==> src/rtl/alu_seq_core.sv <==
// Purpose: WIDTH-bit sequential ALU with registered result/flags and one-bit-per-cycle shifts/rotates.
// Latency: ALU ops (0-7, F) and zero-amount shifts are valid 1 cycle after accept; a shift by k>0 takes k+1 cycles.
// Backpressure: valid/ready on both sides; DONE holds result/flags until out_ready, in_ready = IDLE | (DONE & out_ready).
//
// Ports:
//   clk, rst              clock and synchronous active-high reset
//   in_valid/in_ready     input handshake for op/a/b
//   op[3:0], a, b         opcode and operands (b[SW-1:0] is the shift amount)
//   out_valid/out_ready   output handshake for result/flags
//   result, flags         registered result and {R,V,N,Z,C}
module alu_seq_core #(
  parameter int WIDTH = 8
) (
  input  logic             clk,
  input  logic             rst,
  input  logic             in_valid,
  output logic             in_ready,
  input  logic [3:0]       op,
  input  logic [WIDTH-1:0] a,
  input  logic [WIDTH-1:0] b,
  output logic             out_valid,
  input  logic             out_ready,
  output logic [WIDTH-1:0] result,
  output logic [4:0]       flags
);

  localparam int SW = $clog2(WIDTH);
  localparam logic [SW-1:0] CNT_ONE = {{(SW-1){1'b0}}, 1'b1};

  typedef enum logic [1:0] {
    IDLE  = 2'd0,
    SHIFT = 2'd1,
    DONE  = 2'd2
  } state_t;

  typedef struct packed {
    logic r;
    logic v;
    logic n;
    logic z;
    logic c;
  } flags_t;

  state_t           state_q, state_d;
  logic [WIDTH-1:0] result_q, result_d;
  flags_t           flags_q, flags_d;
  logic [WIDTH-1:0] work_q, work_d;
  logic [SW-1:0]    cnt_q, cnt_d;
  logic [3:0]       sop_q, sop_d;
  logic             rbit_q, rbit_d;

  logic             accept;
  logic             is_shift;
  logic [SW-1:0]    amt;

  // Single-cycle datapath for the op presented at the input.
  logic [WIDTH-1:0] bb;
  logic             cin;
  logic [WIDTH:0]   sum;
  logic [WIDTH-1:0] alu_res;
  flags_t           alu_flags;

  // One step of the multi-cycle shifter.
  logic [WIDTH-1:0] step_w;
  logic             step_out;

  assign in_ready  = (state_q == IDLE) | ((state_q == DONE) & out_ready);
  assign out_valid = (state_q == DONE);
  assign result    = result_q;
  assign flags     = flags_q;

  assign accept   = in_valid & in_ready;
  assign is_shift = (op >= 4'h8) && (op <= 4'hE);
  assign amt      = b[SW-1:0];

  // flags_q is the flag set of the op being retired, so ADC/SBC accepted in
  // DONE chain from it directly at full rate.
  always_comb begin
    bb  = b;
    cin = 1'b0;
    case (op)
      4'h1: cin = flags_q.c;
      4'h2: begin bb = ~b; cin = 1'b1;      end
      4'h3: begin bb = ~b; cin = flags_q.c; end
      default: ;
    endcase
    sum = {1'b0, a} + {1'b0, bb} + {{WIDTH{1'b0}}, cin};
  end

  always_comb begin
    alu_flags = flags_q;
    alu_res   = a;  // shifts by zero pass A through
    case (op)
      4'h0, 4'h1, 4'h2, 4'h3: begin
        alu_res     = sum[WIDTH-1:0];
        alu_flags.c = sum[WIDTH];
        // carry into the MSB recovered from the MSB sum bit
        alu_flags.v = (a[WIDTH-1] ^ bb[WIDTH-1] ^ sum[WIDTH-1]) ^ sum[WIDTH];
      end
      4'h4: alu_res = a & b;
      4'h5: alu_res = a | b;
      4'h6: alu_res = a ^ b;
      4'h7: alu_res = ~a;
      4'hF: alu_res = b;
      default: ;
    endcase
    alu_flags.n = alu_res[WIDTH-1];
    alu_flags.z = (alu_res == '0);
  end

  // RCL/RCR treat rbit_q as the extra bit of a WIDTH+1-bit ring.
  always_comb begin
    step_w   = work_q;
    step_out = rbit_q;
    case (sop_q)
      4'h8: begin step_out = work_q[WIDTH-1]; step_w = {work_q[WIDTH-2:0], 1'b0};           end
      4'h9: begin step_out = work_q[0];       step_w = {1'b0, work_q[WIDTH-1:1]};           end
      4'hA: begin step_out = work_q[0];       step_w = {work_q[WIDTH-1], work_q[WIDTH-1:1]}; end
      4'hB: begin step_out = work_q[WIDTH-1]; step_w = {work_q[WIDTH-2:0], work_q[WIDTH-1]}; end
      4'hC: begin step_out = work_q[0];       step_w = {work_q[0], work_q[WIDTH-1:1]};       end
      4'hD: begin step_out = work_q[WIDTH-1]; step_w = {work_q[WIDTH-2:0], rbit_q};          end
      4'hE: begin step_out = work_q[0];       step_w = {rbit_q, work_q[WIDTH-1:1]};          end
      default: ;
    endcase
  end

  always_comb begin
    state_d  = state_q;
    result_d = result_q;
    flags_d  = flags_q;
    work_d   = work_q;
    cnt_d    = cnt_q;
    sop_d    = sop_q;
    rbit_d   = rbit_q;
    case (state_q)
      IDLE, DONE: begin
        if (accept) begin
          if (is_shift && (amt != '0)) begin
            state_d = SHIFT;
            work_d  = a;
            cnt_d   = amt;
            sop_d   = op;
            rbit_d  = flags_q.r;
          end else begin
            state_d  = DONE;
            result_d = alu_res;
            flags_d  = alu_flags;
          end
        end else if ((state_q == DONE) && out_ready) begin
          state_d = IDLE;
        end
      end
      SHIFT: begin
        work_d = step_w;
        rbit_d = step_out;
        cnt_d  = cnt_q - CNT_ONE;
        // result/flags stay untouched until the final step so nothing partial is visible
        if (cnt_q == CNT_ONE) begin
          state_d   = DONE;
          result_d  = step_w;
          flags_d.r = step_out;
          flags_d.n = step_w[WIDTH-1];
          flags_d.z = (step_w == '0);
        end
      end
      default: state_d = IDLE;
    endcase
  end

  always_ff @(posedge clk) begin
    if (rst) begin
      state_q  <= IDLE;
      result_q <= '0;
      flags_q  <= '0;
      work_q   <= '0;
      cnt_q    <= '0;
      sop_q    <= '0;
      rbit_q   <= 1'b0;
    end else begin
      state_q  <= state_d;
      result_q <= result_d;
      flags_q  <= flags_d;
      work_q   <= work_d;
      cnt_q    <= cnt_d;
      sop_q    <= sop_d;
      rbit_q   <= rbit_d;
    end
  end

endmodule

==> config.mk <==
export PLATFORM = sky130hd
export DESIGN_NAME = alu_seq_core
export DESIGN_NICKNAME = d
export VERILOG_FILES = /design/src/rtl/alu_seq_core.sv
export SDC_FILE = /design/constraint.sdc
export NUM_CORES = 1
export LEC_CHECK = 0
export CAP_MARGIN = 20
export CORE_MARGIN = 10
export CORE_UTILIZATION = 40
export DETAILED_ROUTE_END_ITERATION = 8
export GPL_TIMING_DRIVEN = 0
export PLACE_DENSITY = 0.63
export SYNTH_ARGS = -nofsm -noshare
export SYNTH_HDL_FRONTEND = slang
export SYNTH_SLANG_ARGS = --single-unit
export TNS_END_PERCENT = 100
==> constraint.sdc <==
create_clock -name clk -period 5.6 [get_ports clk]
set_input_delay 1.68 -clock clk [delete_from_list [all_inputs] [get_ports clk]]
set_output_delay 1.68 -clock clk [all_outputs]
set_load 0.05 [all_outputs]
==> out/metrics.yaml, run 1 <==
outcome:
  outcome: "complete, no violations"
sta:
  min_period_ns: 5.19
  timing.hold.ws_ns: 0.461
  setup_tns_ns: 0
  setup_violations: 0
  grt_setup_unrepaired: "no"
  post-route-period-util_pct: 92.8
  skew_ns: 0.00472
  fmax_mhz: 193
  worstMarginPinSlew_ns: 0.662
  slew_headroom_pct: 55.7
  slew_violations: 0
  finalHoldViolCount: 0
clocking:
  cts.reportedPaths.clkPinSlew_ns: 0.07
  ctsHoldBuffers: 0
  htreeDepth: 2
  cts_tree: "done"
  clockRootBuffer: "clkbuf_8"
  cts_buffers: 5
  clock_path_buffers: 2
  postCtsSetupBuffers: 0
  clock_sinks: 31
  clk_latency_ns: 0.29
  cts_resized: 0
power_and_ir_drop:
  seq_power_share_pct: 32.7
  internal-power_uw: 473
  combPwrFrac_pct: 41.6
  p_clk_share_pct: 25.8
  swShare_pct: 38.8
  power_uw: 773
  p_leak_uw: 0.00144
  power_density_nw_per_um2: 206
  irDropWorstVdd_mv: 0.108
  p_sw_uw: 300
routing:
  drc: 0
  postRouteAntennaNets: 0
  num_vias: 3337
  drtIter0Drc: 214
  dr.pass1.iters: 4
  wire_per_inst_um: 17.9
  vias_per_cell: 5.86
  routed_wirelength_um: 10200
synth:
  synth-edff-count: 0
  yosysUniqueCellTypes: 69
  synth_seq_cells: 31
  async_flop_share_pct: 0
  syn_area_um2: 3180
  synth_ff_type: "dfxtp_1"
  avgSynthCellArea_um2: 7.47
  yosysWarningCount: 0
  ys_seq_area_share_pct: 19.5
  synth_nets: 476
  synthCells: 425
min_path:
  hp-class: "flop to flop"
worst_setup_path:
  worstReg2RegEnd: "flags[3]"
  crit_end: "flags[3]"
  cpMaxStageDelayCell: "clkdlybuf4s50_1"
  timing.critical_path.to_type: "flop"
  ff2ff_path_depth: 11
  startpoint: "op[1]"
  cp.required_ns: 5.76
  crit_fanout: 8
  path_cells: "clkdlybuf4s50_1 > inv_2 > nor2_2 > xnor2_1 > fa_1 > fa_1 > a211oi_1 > o21bai_1 > a2111oi_0 > nor2_1 > xnor2_1 > mux2i_1 > nor2_1"
  path_class: "primary input to flop"
  cpPeakStageDelay_ns: 0.61
  arrival_ns: 5.35
  reg2reg_slack_ns: 2.67
  crit_path_start_kind: "primary input"
  reg2reg_from: "flags[0]"
grt:
  grt_max_degree: 11
  antenna_found_initial: 0
  gr-total-overflow: 0
  grt_pass1_vias: 3238
  grtUsageMet1_pct: 23.7
  grt_pass1_wl_um: 16500
  grtUsageTotal_pct: 17.1
  grt_busiest_layer: "met2"
  grtUsageMet3_pct: 2.83
  use_met2_pct: 26.9
cells_and_area:
  diodes: 0
  nNetsFinal: 517
  fin_cells: 569
  drive_gt1_share_pct: 8.99
  area_growth_pct: 18.0
  layout_common_cells: "nor2_1 (44), a21oi_1 (44), clkdlybuf4s50_1 (34)"
  postLayoutCoreUtil_pct: 48.5
placed_design:
  gp_congestion: 0.931
  dpl.cell_count: 561
  place_hpwl_um: 7670
  portBuffers: 34
floorplanning:
  die_h_um: 109
  core-area_um2: 7730
  rows: 32
  io_pins: 39
  die_w_um: 109
  start_util_pct: 41.1
  dieArea_um2: 11900
run:
  maxCapViolCount: 0
worst min path at each step:
| stage | startpoint | endpoint | cells after the start |
|---|---|---|---|
| 2_1_floorplan | cnt_q[1] | cnt_q[1] | 2 |
| 3_5_place_dp | result[6] | result[6] | 2 |
| 3_3_place_gp | result[6] | result[6] | 2 |
| 4_1_cts | result[6] | result[6] | 2 |
| 6_report | result[6] | result[6] | 2 |
| 5_1_grt | result[6] | result[6] | 2 |
critical path: cells and delay by family:
kind,cells,cell delay (ns)
fa+ha+maj,2,0.93
compound gates,3,0.87
buf+inv,2,0.71
simple gates,3,0.70
xor+xnor,2,0.33
mux,1,0.13
flip-flops by register name, indices dropped and copies added (netlist names):
name / count
result: 8
work_q: 8
flags: 5
sop_q: 4
cnt_q: 3
state_q: 2
rbit_q: 1
per-layer routing:
layer  vias to the layer above  wire length (um)
li1                       1633                 -
met1                      1570              4780
met2                       122              4670
met3                        12               609
met4                         0               112
met5                         -                 0
synth_stat cells, drive strengths merged, types with 4 or more instances:
| library cell | number | area (um2) |
|---|---|---|
| nand2 | 32 | 120 |
| o21ai | 26 | 130 |
| buf | 17 | 119 |
| ha | 25 | 313 |
| mux2 | 7 | 78.8 |
| clkbuf | 12 | 48.8 |
| nand2b | 9 | 56.3 |
| nor3 | 14 | 70.1 |
| a211oi | 6 | 50.1 |
| nor2 | 46 | 178 |
| nor3b | 6 | 45.0 |
| o22ai | 5 | 31.3 |
| a22oi | 5 | 37.5 |
| nor2b | 4 | 25.0 |
| o211ai | 4 | 30.0 |
| inv | 29 | 109 |
| xnor2 | 12 | 105 |
| nand3 | 11 | 67.6 |
| mux2i | 11 | 110 |
| a31oi | 10 | 68.8 |
| dfxtp | 31 | 621 |
| a2111oi | 4 | 47.6 |
| a21oi | 44 | 220 |
| a221oi | 4 | 35.0 |
power groups by stage:
stage	Clock (uW)	Combinational [uW]	Sequential, uW
after floorplan	0	197	280
after global placement	0	313	256
after detailed placement	0	316	257
after CTS	202	318	252
after global routing	212	353	254
final	199	321	253
logic make-up (layout without fill, tap and decap cells):
kind of cell	after synthesis	after routing	synth area share, %
buffers and inverters	58	100	8.70
adders and majority gates	27	27	11.1
and+or+nand+nor	137	137	21.0
muxes	19	19	6.66
AOI/OAI and AO/OA	140	140	29.4
DFF	31	31	19.5
xor gates and xnor gates	13	13	3.58
per-stage QoR:
stage | setup slack, ns | instance area, um2
floorplan | 0.754 | 3180
global placement | 0.214 | 3640
detailed placement | 0.180 | 3640
CTS | 0.461 | 3750
global route | 0.159 | 3750
finish | 0.405 | 3750
final cells by class:
class                   count  area [um2]
fillers                   756        3980
well taps                 102         128
repair buffers             34         340
multi-input cells         336        2280
clock inverters             1        7.51
clock buffers               7        96.3
inverters                  29         109
plain buffers              29         168
flip-flops and latches     31         621
No activity file was read; power rests on OpenSTA's default activity.
==> run 2, diff against run 1 <==
Settings changed: CTS_BUF_LIST from default to sky130_fd_sc_hd__clkbuf_8.
==> results of run 2 <==
Same layout as run 1: the final DEF is identical, and so are final timing and power.
==> run 3, diff against run 2 <==
Settings changed: CORE_UTILIZATION 40 to 24, PLACE_DENSITY 0.63 to 0.43.
==> run 3 against run 2 <==
  * Design area grew 2.3%
  * Highest routed layer unchanged
  * Power increased by 1.6%
  * Largest cell class unchanged
  * Register-to-register slack got worse by 0.02 ns
  * Global-route usage is 4.5 points lower
  * Clock skew shrank 0.0015 ns
  * Clock power rose by 3%
  * Combinational power rose by 2%
==> out/metrics.yaml, run 3 (synthesized netlist as in run 1, its figures left out) <==
cells_and_area:
  layout_common_cells: "nor2_1 (44), a21oi_1 (44), clkdlybuf4s50_1 (34)"
  drive_gt1_share_pct: 8.99  # unchanged
  fin_cells: 639  # +12%
  area_growth_pct: 20.8
  diodes: 0  # unchanged
  nNetsFinal: 517  # unchanged
  postLayoutCoreUtil_pct: 30.0  # -18 points
clocking:
  postCtsSetupBuffers: 0  # unchanged
  clockRootBuffer: "clkbuf_8"
  ctsHoldBuffers: 0  # unchanged
  clock_sinks: 31  # unchanged
  clk_latency_ns: 0.29  # about the same
  clock_path_buffers: 2  # unchanged
  cts_resized: 0  # unchanged
  cts_tree: "done"
  cts_buffers: 5  # unchanged
  cts.reportedPaths.clkPinSlew_ns: 0.07  # about the same
  htreeDepth: 2  # unchanged
floorplanning:
  core-area_um2: 12800  # +65%
  die_w_um: 135  # +24%
  dieArea_um2: 18200  # +53%
  start_util_pct: 24.9  # -16 points
  die_h_um: 135  # +24%
  io_pins: 39  # unchanged
  rows: 41  # +28%
worst_setup_path:
  cpMaxStageDelayCell: "clkdlybuf4s50_1"
  cpPeakStageDelay_ns: 0.58  # -0.03 ns
  arrival_ns: 5.36  # about the same
  path_cells: "clkdlybuf4s50_1 > inv_2 > nor2_2 > xnor2_1 > fa_1 > fa_1 > xnor2_1 > nor2_1 > a2111oi_2 > a21oi_1 > nor4_1 > nand3b_1 > o41ai_2"
  crit_fanout: 8  # unchanged
  reg2reg_slack_ns: 2.65  # -0.02 ns
  timing.critical_path.to_type: "flop"
  cp.required_ns: 5.80  # +0.04 ns
  crit_path_start_kind: "primary input"
  path_class: "primary input to flop"
sta:
  fmax_mhz: 194  # +0.63%
  slew_headroom_pct: 55.1  # -0.60 points
  post-route-period-util_pct: 92.2  # -0.58 points
  skew_ns: 0.00325  # -0.00147 ns
  setup_violations: 0  # unchanged
  slew_violations: 0  # unchanged
  worstMarginPinSlew_ns: 0.674  # +0.0114 ns
  min_period_ns: 5.16  # -0.0324 ns
  timing.hold.ws_ns: 0.456  # -0.00432 ns
  setup_tns_ns: 0  # unchanged
  grt_setup_unrepaired: "no"
  finalHoldViolCount: 0  # unchanged
placed_design:
  dpl.cell_count: 631  # +12%
  gp_congestion: 0.873  # -6.3%
  portBuffers: 34  # unchanged
  place_hpwl_um: 8870  # +16%
grt:
  antenna_found_initial: 0  # unchanged
  grtUsageTotal_pct: 12.7  # -4.5 points
  grt_pass1_vias: 3381  # +4.4%
  grt_max_degree: 11  # unchanged
  grt_pass1_wl_um: 18700  # +13%
  gr-total-overflow: 0  # unchanged
routing:
  drtIter0Drc: 263  # +23%
  drc: 0  # unchanged
  wire_per_inst_um: 18.1  # +1.1%
  postRouteAntennaNets: 0  # unchanged
  routed_wirelength_um: 11500  # +14%
  num_vias: 3355  # +0.54%
  dr.pass1.iters: 5  # +1
  vias_per_cell: 5.25  # -10%
power_and_ir_drop:
  seq_power_share_pct: 32.2  # -0.5 points
  combPwrFrac_pct: 41.7  # about the same
  p_leak_uw: 0.00144  # unchanged
  p_sw_uw: 312  # +4.1%
  internal-power_uw: 473  # about the same
  swShare_pct: 39.7  # +0.96 points
  power_density_nw_per_um2: 205  # -0.70%
  irDropWorstVdd_mv: 0.0973  # -9.5%
  p_clk_share_pct: 26.1  # +0.3 points
run:
  maxCapViolCount: 0  # unchanged
outcome:
  outcome: "complete, no violations"
min_path:
  hp-class: "flop to flop"
run 3: cell counts in the layout (fill, tap and decap cells not counted):
No cell type changed its count.
run 3: critical path, delay by kind of cell:
family	cells	cell delay (ns)
buffers and inverters	2	0.69
adders and majority gates	2	0.93
and+or+nand+nor	4	0.97
AOI/OAI and AO/OA	3	0.71
xor gates and xnor gates	2	0.38
run 3: area by class of cell:
class                   count  area [um2]
fillers                  1392        8940
inverters                  29         109
well taps                 172         215
clock inverters             1        7.51
clock buffers               7        96.3
flip-flops and latches     31         621
repair buffers             34         340
plain buffers              29         168
multi-input cells         336        2280
run 3: worst paths after layout:
| path | start | to | cells after the start |
|---|---|---|---|
| worst max-delay path | op[1] | flags[1] | 13 |
| worst min-delay path | result[6] | result[6] | 2 |
| worst max register to register | flags[0] | flags[1] | 11 |
| worst min register to register | result[6] | result[6] | 2 |
run 3: layer usage:
| metal | global-route usage [%] | vias up | wire length (um) | share of wire [%] |
|---|---|---|---|---|
| li1 | - | 1631 | - | - |
| met1 | 17.6 | 1597 | 5710 | 49 |
| met2 | 19.7 | 111 | 5030 | 44 |
| met3 | 2.04 | 16 | 576 | 5.0 |
| met4 | 3.41 | 0 | 228 | 2.0 |
| met5 | 0 | - | 0 | 0 |
run 3: metrics by stage:
step / worst slack (ns) / total power [uW] / area (um2)
floorplan: 0.754 / 477 / 3180
global placement: 0.152 / 580 / 3730
detailed placement: 0.126 / 582 / 3730
CTS: 0.417 / 789 / 3840
global route: 0.152 / 832 / 3840
finish: 0.438 / 786 / 3840
run 3: power by group through the flow:
stage	clock [uW]	sequential, uW	combinational, uW
3_3_place_gp	0	258	322
4_1_cts	210	253	326
6_report	205	253	327
5_1_grt	217	255	360
3_5_place_dp	0	258	324
2_1_floorplan	0	280	197
